**src/rtl/sequence_generator_pkg.sv**
```systemverilog
// Shared definitions for the sequence generator: FSM state encoding and default sizing.
package sequence_generator_pkg;

  localparam int DEF_DEPTH  = 16;
  localparam int DEF_ADDR_W = 4;
  localparam int DEF_DAT_W  = 4;

  typedef enum logic {
    ST_IDLE = 1'b0,
    ST_PLAY = 1'b1
  } state_e;

endpackage

```
**src/rtl/sequence_generator_mem.sv**
```systemverilog
// Symbol store: DEPTH x DAT_W register file, one synchronous write port, one async read port.
module sequence_generator_mem #(
  parameter int DEPTH  = 16,
  parameter int ADDR_W = 4,
  parameter int DAT_W  = 4
) (
  input  logic              CLK,
  input  logic              wr_en,
  input  logic [ADDR_W-1:0] wr_addr,
  input  logic [DAT_W-1:0]  wr_data,
  input  logic [ADDR_W-1:0] rd_addr,
  output logic [DAT_W-1:0]  rd_data
);

  // Contents are intentionally not reset; the length counter masks stale entries.
  logic [DAT_W-1:0] mem_q [DEPTH];

  always_ff @(posedge CLK) begin
    if (wr_en) begin
      mem_q[wr_addr] <= wr_data;
    end
  end

  assign rd_data = mem_q[rd_addr];

endmodule

```
**src/rtl/sequence_generator.sv**
```systemverilog
// Stores a list of symbols entered by LOAD strobes and replays them as CE-paced
// (DAT_O, STB_O) strobes, one-shot or looping.
module sequence_generator
  import sequence_generator_pkg::*;
#(
  parameter int DEPTH  = DEF_DEPTH,
  parameter int ADDR_W = DEF_ADDR_W,
  parameter int DAT_W  = DEF_DAT_W
) (
  input  logic              CLK,
  input  logic              SYS_NRST,
  input  logic              CE,
  input  logic              LOAD,
  input  logic [DAT_W-1:0]  DAT_I,
  input  logic              START,
  input  logic              STOP,
  input  logic              CLR,
  input  logic              LOOP,
  output logic [DAT_W-1:0]  DAT_O,
  output logic              STB_O,
  output logic              BUSY,
  output logic              DONE,
  output logic [ADDR_W:0]   LEN,
  output logic [ADDR_W-1:0] POS,
  output logic              FULL
);

  localparam logic [ADDR_W:0] LEN_ONE  = (ADDR_W+1)'(1);
  localparam logic [ADDR_W:0] LEN_FULL = (ADDR_W+1)'(DEPTH);

  state_e              state_q, state_d;
  logic [ADDR_W:0]     len_q, len_d;
  logic [ADDR_W-1:0]   rd_ptr_q, rd_ptr_d;
  logic [ADDR_W-1:0]   pos_q, pos_d;
  logic [DAT_W-1:0]    dat_q, dat_d;
  logic                stb_q, stb_d;
  logic                done_q, done_d;

  logic                wr_en;
  logic [DAT_W-1:0]    rd_data;
  logic                full;
  logic                last_sym;

  sequence_generator_mem #(
    .DEPTH  (DEPTH),
    .ADDR_W (ADDR_W),
    .DAT_W  (DAT_W)
  ) u_mem (
    .CLK     (CLK),
    .wr_en   (wr_en),
    .wr_addr (len_q[ADDR_W-1:0]),
    .wr_data (DAT_I),
    .rd_addr (rd_ptr_q),
    .rd_data (rd_data)
  );

  assign full     = (len_q == LEN_FULL);
  assign last_sym = ({1'b0, rd_ptr_q} == (len_q - LEN_ONE));

  always_comb begin
    state_d  = state_q;
    len_d    = len_q;
    rd_ptr_d = rd_ptr_q;
    pos_d    = pos_q;
    dat_d    = dat_q;
    stb_d    = 1'b0;
    done_d   = 1'b0;
    wr_en    = 1'b0;

    case (state_q)
      ST_IDLE: begin
        // STOP outranks every other command, so it swallows the cycle even when idle.
        if (!STOP) begin
          if (CLR) begin
            len_d = '0;
          end else if (START) begin
            if (len_q != '0) begin
              rd_ptr_d = '0;
              state_d  = ST_PLAY;
            end
          end else if (LOAD && !full) begin
            wr_en = 1'b1;
            len_d = len_q + LEN_ONE;
          end
        end
      end

      ST_PLAY: begin
        if (STOP) begin
          state_d = ST_IDLE;
        end else if (CLR) begin
          state_d = ST_IDLE;
          len_d   = '0;
        end else if (CE) begin
          stb_d = 1'b1;
          dat_d = rd_data;
          pos_d = rd_ptr_q;
          if (last_sym) begin
            rd_ptr_d = '0;
            if (!LOOP) begin
              done_d  = 1'b1;
              state_d = ST_IDLE;
            end
          end else begin
            rd_ptr_d = rd_ptr_q + 1'b1;
          end
        end
      end

      default: state_d = ST_IDLE;
    endcase
  end

  always_ff @(posedge CLK or negedge SYS_NRST) begin
    if (!SYS_NRST) begin
      state_q  <= ST_IDLE;
      len_q    <= '0;
      rd_ptr_q <= '0;
      pos_q    <= '0;
      dat_q    <= '0;
      stb_q    <= 1'b0;
      done_q   <= 1'b0;
    end else begin
      state_q  <= state_d;
      len_q    <= len_d;
      rd_ptr_q <= rd_ptr_d;
      pos_q    <= pos_d;
      dat_q    <= dat_d;
      stb_q    <= stb_d;
      done_q   <= done_d;
    end
  end

  assign DAT_O = dat_q;
  assign STB_O = stb_q;
  assign BUSY  = (state_q == ST_PLAY);
  assign DONE  = done_q;
  assign LEN   = len_q;
  assign POS   = pos_q;
  assign FULL  = full;

endmodule

```
**config.mk**
```make
export PLATFORM = sky130hd
export DESIGN_NAME = sequence_generator
export DESIGN_NICKNAME = d
export VERILOG_FILES = /design/src/rtl/sequence_generator_pkg.sv /design/src/rtl/sequence_generator_mem.sv /design/src/rtl/sequence_generator.sv
export SDC_FILE = /design/constraint.sdc
export NUM_CORES = 1
export LEC_CHECK = 0
export CORE_MARGIN = 5
export CORE_UTILIZATION = 35
export DETAILED_ROUTE_END_ITERATION = 16
export GPL_TIMING_DRIVEN = 0
export SKIP_LAST_GASP = 1
export SLEW_MARGIN = 20
export SYNTH_ARGS = -nofsm -noshare
export SYNTH_HDL_FRONTEND = slang
export SYNTH_SLANG_ARGS = --single-unit
```
**constraint.sdc**
```tcl
create_clock -name CLK -period 2.2 [get_ports CLK]
set_input_delay 0.33 -clock CLK [delete_from_list [all_inputs] [get_ports CLK]]
set_output_delay 0.33 -clock CLK [all_outputs]
set_load 0.02 [all_outputs]
```
==> metrics.md, run 1 <==
| Metric | Value |
|---|---|
| Outcome | `complete, no violations` |
| LEAKAGE | `1.482 nW` |
| Final wirelength | `7.362 mm` |
| Global-route wire length before repair | `12.00 mm` |
| N_diodes | `0` |
| CTS max path bufs | `2` |
| Clock Skew | `0.01343 ns` |
| Latest clock arrival within the worst-skew pair | `0.35 ns` |
| VDD IR-drop max | `0.0003571 V` |
| Fin crit period | `2.102 ns` |
| H-tree levels | `3` |
| Final Hold Viols | `0` |
| Slew Viols, Final | `0` |
| Slew HR | `0.4008` |
| Share of layout cells above drive strength 1 | `0.2601` |
| Post-synth EDFFs | `64` |
| Critical Path AT | `2.33 ns` |
| Placer Congestion | `0.7277` |
| Pwr Density | `706.8 nW/um^2` |
| Full die area | `12300 sq um` |
| Die X | `110.9 um` |
| TritonCTS Buffers | `9` |
| Type of the tightest min-delay check | `in2async` |
| Drt via density | `4.909` |
| TritonCTS clock tree | `built` |
| Max cap viols | `0` |
| Post-route antenna net violation count | `0` |
| WP data required | `2.43 ns` |
| Post-synth top flop | `edfxtp_1` |
| Seq/Total Area, Yosys | `0.6795` |
| Top Ports | `29` |
| Period Utilization, post-route | `0.9555` |
| Syn Inst Count | `225` |
| P&R area growth vs syn | `21.38%` |
| Number of I/O port buffers | `28` |
| Most common library cells after synthesis | `edfxtp_1 (64), dfrtp_1 (20), nand2_1 (20)` |
| Cell taking the most area after synthesis | `edfxtp_1` |
| Top cells by area, synth | `edfxtp_1 (54%), dfrtp_1 (14%), mux4_2 (10%), nand2_1 (2.1%), mux2i_1 (2.0%)` |
| Peak Freq | `0.4757 GHz` |
| Total core area | `9864 sq um` |
| Syn_nets | `242` |
| Multi-input logic area | `1180 sq um` |
| Unique cell type count in the Yosys netlist | `35` |
| Residual DRC | `0` |
| Die height | `110.9 um` |
| Critical path type | `reg2reg` |
| Synth top area share | `0.5391` |
| Reg clk slew, reported paths | `0.09 ns` |
| DP Wirelength | `5.083 mm` |
| Vias in the first global route | `2027` |
| Top-count cell post-synth | `edfxtp_1` |
| Synthesized cell area | `3565 sq um` |
| Critical path peak fanout | `10` |
| Total power | `0.003058 W` |
| Register area | `2425 sq um` |
| DR pass1 iterations | `4` |
| Largest net degree at the start of global routing | `21` |
| WHS | `0.4777 ns` |
| Root Buffer | `clkbuf_8` |
| Worst Max-Slew Pin Slew | `0.8960 ns` |
| CP Capture Type | `flop` |
| Fill cells | `868` |
| Final setup viols | `0` |
| WL/cell | `18.13 um` |
| R2R depth | `4` |
| Fin nets | `285` |
| Initial antenna violation count | `0` |
| Rows | `36` |
| CTS Sinks | `84` |
| Tot GR Track Use | `0.1265` |
| Via count | `1993` |
| Initial core utilization | `0.3614` |
| Startpoint Class | `flop` |
| Syn avg cell area | `15.84 sq um` |
| Synth Warn # | `0` |
| Grt ovf | `0` |
| First DRT Iteration DRCs | `117` |
| Post-synthesis register bit count | `84` |
| Core Util, Final | `0.4386` |
| Async SR Flop Fraction | `0.2381` |
-- layout make-up --
| cell class | instances | share of cell area |
|---|---|---|
| tap | 133 | 0.03846 |
| timing repair buffer | 32 | 0.07056 |
| buffer | 10 | 0.01128 |
| clock buffer | 9 | 0.02863 |
| sequential | 84 | 0.5604 |
| clock inverter | 7 | 0.01272 |
| inverter | 6 | 0.005205 |
| multi-input combinational | 125 | 0.2727 |
-- state kept, by name, summed over array words and instances, names as in the netlist --
signal	cells
u_mem.mem_q	64
rd_ptr_q	4
DAT_O	4
LEN	5
DONE	1
POS	4
BUSY	1
STB_O	1
-- metrics by stage --
step	setup slack [ns]	instance area, sq um	setup TNS (ns)	cells
final	0.09786	4327	0	406
after global routing	-0.004577	4327	-0.01682	406
after CTS	-0.01762	4278	-0.01762	404
after detailed placement	-0.4882	4014	-27.03	386
after global placement	-0.5543	4014	-26.21	386
after floorplan	-0.02667	3567	-0.7412	225
-- power breakdown --
part / switching, W / leakage, nW / total [W] / internal (W)
registers: 0.0000156 / 0.849 / 0.00174 / 0.00173
clock network: 0.000579 / 0.0832 / 0.00100 / 0.000423
logic: 0.000163 / 0.549 / 0.000315 / 0.000152
-- path summary, 6_finish.rpt --
kind,startpoint,endpoint,slack (ns)
min,SYS_NRST,LEN[0]$_DFFE_PN0P_,0.48
min in group CLK,POS[0]$_DFFE_PN0P_,POS[0]$_DFFE_PN0P_,0.48
max reg2reg,rd_ptr_q[1]$_DFFE_PN0P_,DAT_O[2]$_DFFE_PN0P_,0.1
min reg2reg,POS[0]$_DFFE_PN0P_,POS[0]$_DFFE_PN0P_,0.48
max,rd_ptr_q[1]$_DFFE_PN0P_,DAT_O[2]$_DFFE_PN0P_,0.1
max in group asynchronous,SYS_NRST,LEN[1]$_DFFE_PN0P_,1.12
-- cells in the final DEF (no fill, tap or decap), types with 4 or more instances in the layout --
cell type        instances
clkbuf_8                 9
mux4_2                  16
nand2_1                 19
nor2_1                   5
xor2_1                   5
nand3_1                  5
a21oi_1                  4
mux2i_1                  7
o21ai_0                  8
and2_2                   7
edfxtp_1                64
dfrtp_1                 18
buf_4                    4
nor3_1                   4
inv_1                    5
clkbuf_1                 6
ha_1                     4
inv_6                    4
clkdlybuf4s50_1         27
-- kinds of logic (layout without fill, tap and decap cells) --
kind of cell | count (synthesis) | in the layout | synth area share
XOR/XNOR | 8 | 8 | 0.01966
AND/OR/NAND/NOR | 63 | 63 | 0.09056
buffers and inverters | 16 | 64 | 0.02000
multiplexers | 25 | 25 | 0.1271
flip-flops | 84 | 84 | 0.6795
AO/OA/AOI/OAI | 24 | 24 | 0.04563
adder cells (fa/ha/maj) | 5 | 5 | 0.01755
-- what timing repair did --
| item | in CTS | in global routing |
|---|---|---|
| setup endpoints to repair | 70 | 70 |
| setup buffers | 2 | 2 |
| pin swaps | 2 | 1 |
| gates resized for setup | 27 | 10 |
| hold buffers | 0 | 0 |
-- per-layer routing --
metal	vias to the layer above	GRT usage	routed length [um]
met5	-	0	0
met4	0	0.03448	96
met3	6	0.02838	181
met2	27	0.2055	3647
met1	1017	0.1715	3436
li1	943	-	-
-- worst max-delay path, stage by stage (launching register included) --
cell and delay [ns]:
dfrtp_1 0.38, clkbuf_1 0.55, mux4_2 0.44, mux2_2 0.29
a221o_1 0.31
No activity file was read; power rests on OpenSTA's default activity.
==> run 2, diff against run 1 <==
- ABC_AREA: default -> 1
==> run 2 against run 1 <==
  * Via count up 39%
  * Area after synthesis up 8.9%
  * Combinational power up 46%
  * Routed wire length up 19%
  * Final cell count up 41%
  * Critical path depth up 5
  * Utilization down 1.8 points
  * Global-route usage up 1.3 points
  * Setup slack better by 0.080 ns
  * Critical path type unchanged
==> metrics.md, run 2 <==
| Metric | Value |
|---|---|
| Setup_tns | `0 ns (unchanged)` |
| RSZ-0062 raised after global routing | `no` |
| Core Util, Final | `0.4202 (-0.01837)` |
| Die height | `115.3 um (+4.0%)` |
| Tot GR Track Use | `0.1392 (+0.01277)` |
| Post-synthesis register bit count | `84 (unchanged)` |
| LEAKAGE | `1.860 nW (+26%)` |
| Pwr Density | `746.8 nW/um^2 (+5.7%)` |
| WP data required | `2.21 ns (-0.22 ns)` |
| Latest clock arrival within the worst-skew pair | `0.35 ns (about the same)` |
| Rows | `38 (+5.6%)` |
| Post-synth EDFFs | `64 (unchanged)` |
| Die X | `115.3 um (+4.0%)` |
| Initial antenna violation count | `0 (unchanged)` |
| Placer Congestion | `0.8569 (+18%)` |
| Initial core utilization | `0.3580 (-0.003332)` |
| Worst Max-Slew Pin Slew | `0.5962 ns (-0.2998 ns)` |
| Number of I/O port buffers | `28 (unchanged)` |
| Critical path peak fanout | `8 (-2)` |
| Startpoint Class | `flop` |
| Critical Path AT | `2.03 ns (-0.30 ns)` |
| Largest stage delay, worst path | `0.45 ns (-0.10 ns)` |
| Grt ovf | `0 (unchanged)` |
| Top cells by area, synth | `edfxtp_1 (50%), dfrtp_1 (13%), nand2_1 (9.0%), nand3_1 (5.9%), nor2_1 (4.8%)` |
| Peak Freq | `0.4946 GHz (+4.0%)` |
| Post-synth top flop | `edfxtp_1` |
| CTS Sinks | `84 (unchanged)` |
| N_diodes | `0 (unchanged)` |
| Fill cells | `1067 (+23%)` |
| TritonCTS Buffers | `9 (unchanged)` |
| CTS max path bufs | `2 (unchanged)` |
| First DRT Iteration DRCs | `129 (+10%)` |
| Synthesized cell area | `3881 sq um (+8.9%)` |
| Worst path cell trace | `inv_1 > ha_2 > inv_2 > nor2_4 > nand2_4 > nand3_4 > inv_4 > nand2_1 > nor2_1` |
| P&R area growth vs syn | `17.38%` |
| Final wirelength | `8.767 mm (+19%)` |
| Max cap viols | `0 (unchanged)` |
| Top Ports | `29 (unchanged)` |
| Residual DRC | `0 (unchanged)` |
| Unique cell type count in the Yosys netlist | `24 (-31%)` |
| Root Buffer | `clkbuf_8` |
| Synth top area share | `0.4952 (-0.04397)` |
| Clock Skew | `0.01030 ns (-0.003129 ns)` |
| Full die area | `13300 sq um (+8.1%)` |
| Fin nets | `444 (+56%)` |
| Type of the tightest min-delay check | `in2async` |
| Final setup viols | `0 (unchanged)` |
| Max stage delay cell, worst path | `dfrtp_2` |
| Post-route antenna net violation count | `0 (unchanged)` |
| Most frequent cells in the layout | `nand2_1 (93), edfxtp_1 (64), nor2_1 (50), nand3_1 (46), inv_1 (34)` |
| VDD IR-drop max | `0.0003238 V (-9.3%)` |
| Final Hold Viols | `0 (unchanged)` |
| Cell taking the most area after synthesis | `edfxtp_1` |
| DR pass1 iterations | `4 (unchanged)` |
| Global-route wire length before repair | `13.94 mm (+16%)` |
| DP Wirelength | `6.178 mm (+22%)` |
| Via count | `2769 (+39%)` |
| Multi-input logic area | `1175 sq um (-0.42%)` |
| Period Utilization, post-route | `0.9190 (-0.03657)` |
| TritonCTS clock tree | `built` |
| Syn avg cell area | `10.03 sq um (-37%)` |
| Fin crit period | `2.022 ns (-0.08045 ns)` |
| Syn Inst Count | `387 (+72%)` |
| Largest net degree at the start of global routing | `21 (unchanged)` |
| Vias in the first global route | `2681 (+32%)` |
| Async SR Flop Fraction | `0.2381 (unchanged)` |
| Share of layout cells above drive strength 1 | `0.1343 (-0.1258)` |
| Slew Viols, Final | `0 (unchanged)` |
| Top reg by flops | `u_mem.mem_q` |
| Syn_nets | `404 (+67%)` |
| Reg clk slew, reported paths | `0.09 ns (about the same)` |
| H-tree levels | `3 (unchanged)` |
| Slew HR | `0.6013 (+0.2005)` |
| Drt via density | `4.841 (-1.4%)` |
| WL/cell | `15.33 um (-15%)` |
| Most common library cells after synthesis | `nand2_1 (93), edfxtp_1 (64), nor2_1 (50)` |
| Seq/Total Area, Yosys | `0.6241 (-0.05542)` |
| Critical path type | `reg2reg` |
| Synth Warn # | `0 (unchanged)` |
| CP Capture Type | `flop` |
| Outcome | `complete, no violations` |
| Register area | `2424 sq um (about the same)` |
| Total core area | `10840 sq um (+9.9%)` |
| Number of flip-flops under the largest register name | `64 (unchanged)` |
| Commonest non-fill, non-tap cell in the layout | `nand2_1` |
| Top-count cell post-synth | `nand2_1` |
| Buf/Inv on CP | `3 (+2)` |
| Largest delay share family, worst path | `simple AND/OR/NAND/NOR gates` |
[run 2: changes by cell type in the layout (fill, tap and decap cells not counted), sizes merged, moves of 11 or more]
cell,previous run,this run
nand3,5,48
o21ai,8,23
inv,9,45
nand2,20,98
and2,11,0
mux4,16,0
nor2,6,57
[run 2: worst reg2reg max path: cells and delay by family (launching register included)]
kind	cells	cell delay [ns]
DFF	1	0.45
buffers and inverters	3	0.30
adders and majority gates	1	0.23
and+or+nand+nor	5	0.72
[run 2: power breakdown]
group	switching [W]	internal [W]
Sequential	0.0000196	0.00173
Combinational	0.000289	0.000172
Clock	0.000547	0.000640
Total	0.000855	0.00255
[run 2: cells by family (layout without fill, tap and decap cells)]
group,count (synthesis),in the layout,synth area share
simple gates,203,203,0.2279
flops,84,84,0.6241
buf+inv,59,104,0.07382
compound gates,30,30,0.04449
xor+xnor,6,6,0.01354
fa+ha+maj,5,5,0.01612
[run 2: per-layer routing]
layer	vias up	global-route usage	share of wire
met5	-	0	0
met2	80	0.2342	0.50
li1	1345	-	-
met4	0	0.05086	0.015
met1	1334	0.1798	0.43
met3	10	0.02579	0.059
[run 2: final cells by class]
cell class                      count  area share
Clock buffer                       10     0.02801
Sequential cell                    84      0.5320
Clock inverter                      6     0.01923
Timing Repair Buffer               29     0.06152
Inverter                           44     0.03845
Multi-Input combinational cell    244      0.2579
Buffer                             15     0.02444
Tap cell                          140     0.03845
[run 2: path summary, 6_finish.rpt]
path	startpoint	endpoint	slack, ns	depth (start not counted)
worst max-delay path	LEN[0]$_DFFE_PN0P_	u_mem.mem_q[3][0]$_DFFE_PP_	0.18	9
worst min-delay path	SYS_NRST	STB_O$_DFF_PN0_	0.46	2
worst max register to register	LEN[0]$_DFFE_PN0P_	u_mem.mem_q[3][0]$_DFFE_PP_	0.18	9
worst min register to register	POS[2]$_DFFE_PN0P_	POS[2]$_DFFE_PN0P_	0.49	2
max in group asynchronous	SYS_NRST	LEN[0]$_DFFE_PN0P_	1.39	2
min in group CLK	POS[2]$_DFFE_PN0P_	POS[2]$_DFFE_PN0P_	0.49	2
[run 2: metrics by stage]
| step | instances | hold WS [ns] | total power, W | cell area, sq um | setup slack (ns) |
|---|---|---|---|---|---|
| after global placement | 555 | 0.4642 | 0.002242 | 4337 | 0.05205 |
| after CTS | 571 | 0.4940 | 0.003423 | 4554 | 0.003529 |
| after floorplan | 387 | 0.03441 | 0.002069 | 3881 | 0.2719 |
| after global routing | 572 | 0.5056 | 0.003545 | 4556 | 0.04438 |
| after detailed placement | 555 | 0.4729 | 0.002250 | 4337 | 0.02879 |
| final | 572 | 0.4602 | 0.003402 | 4556 | 0.1783 |
[run 2: timing repair]
item                                    CTS  global route
endpoints found under the hold margin     0            20
buffers inserted                          0             0
resized for setup                         3             2
hold buffers                              0             1
endpoints found under the setup margin    1             1
==> run 3, diff against run 2 <==
- CTS_CLUSTER_SIZE: default -> 24
==> results of run 3 <==
Same layout as run 2: the final DEF is identical, and so are final timing and power.
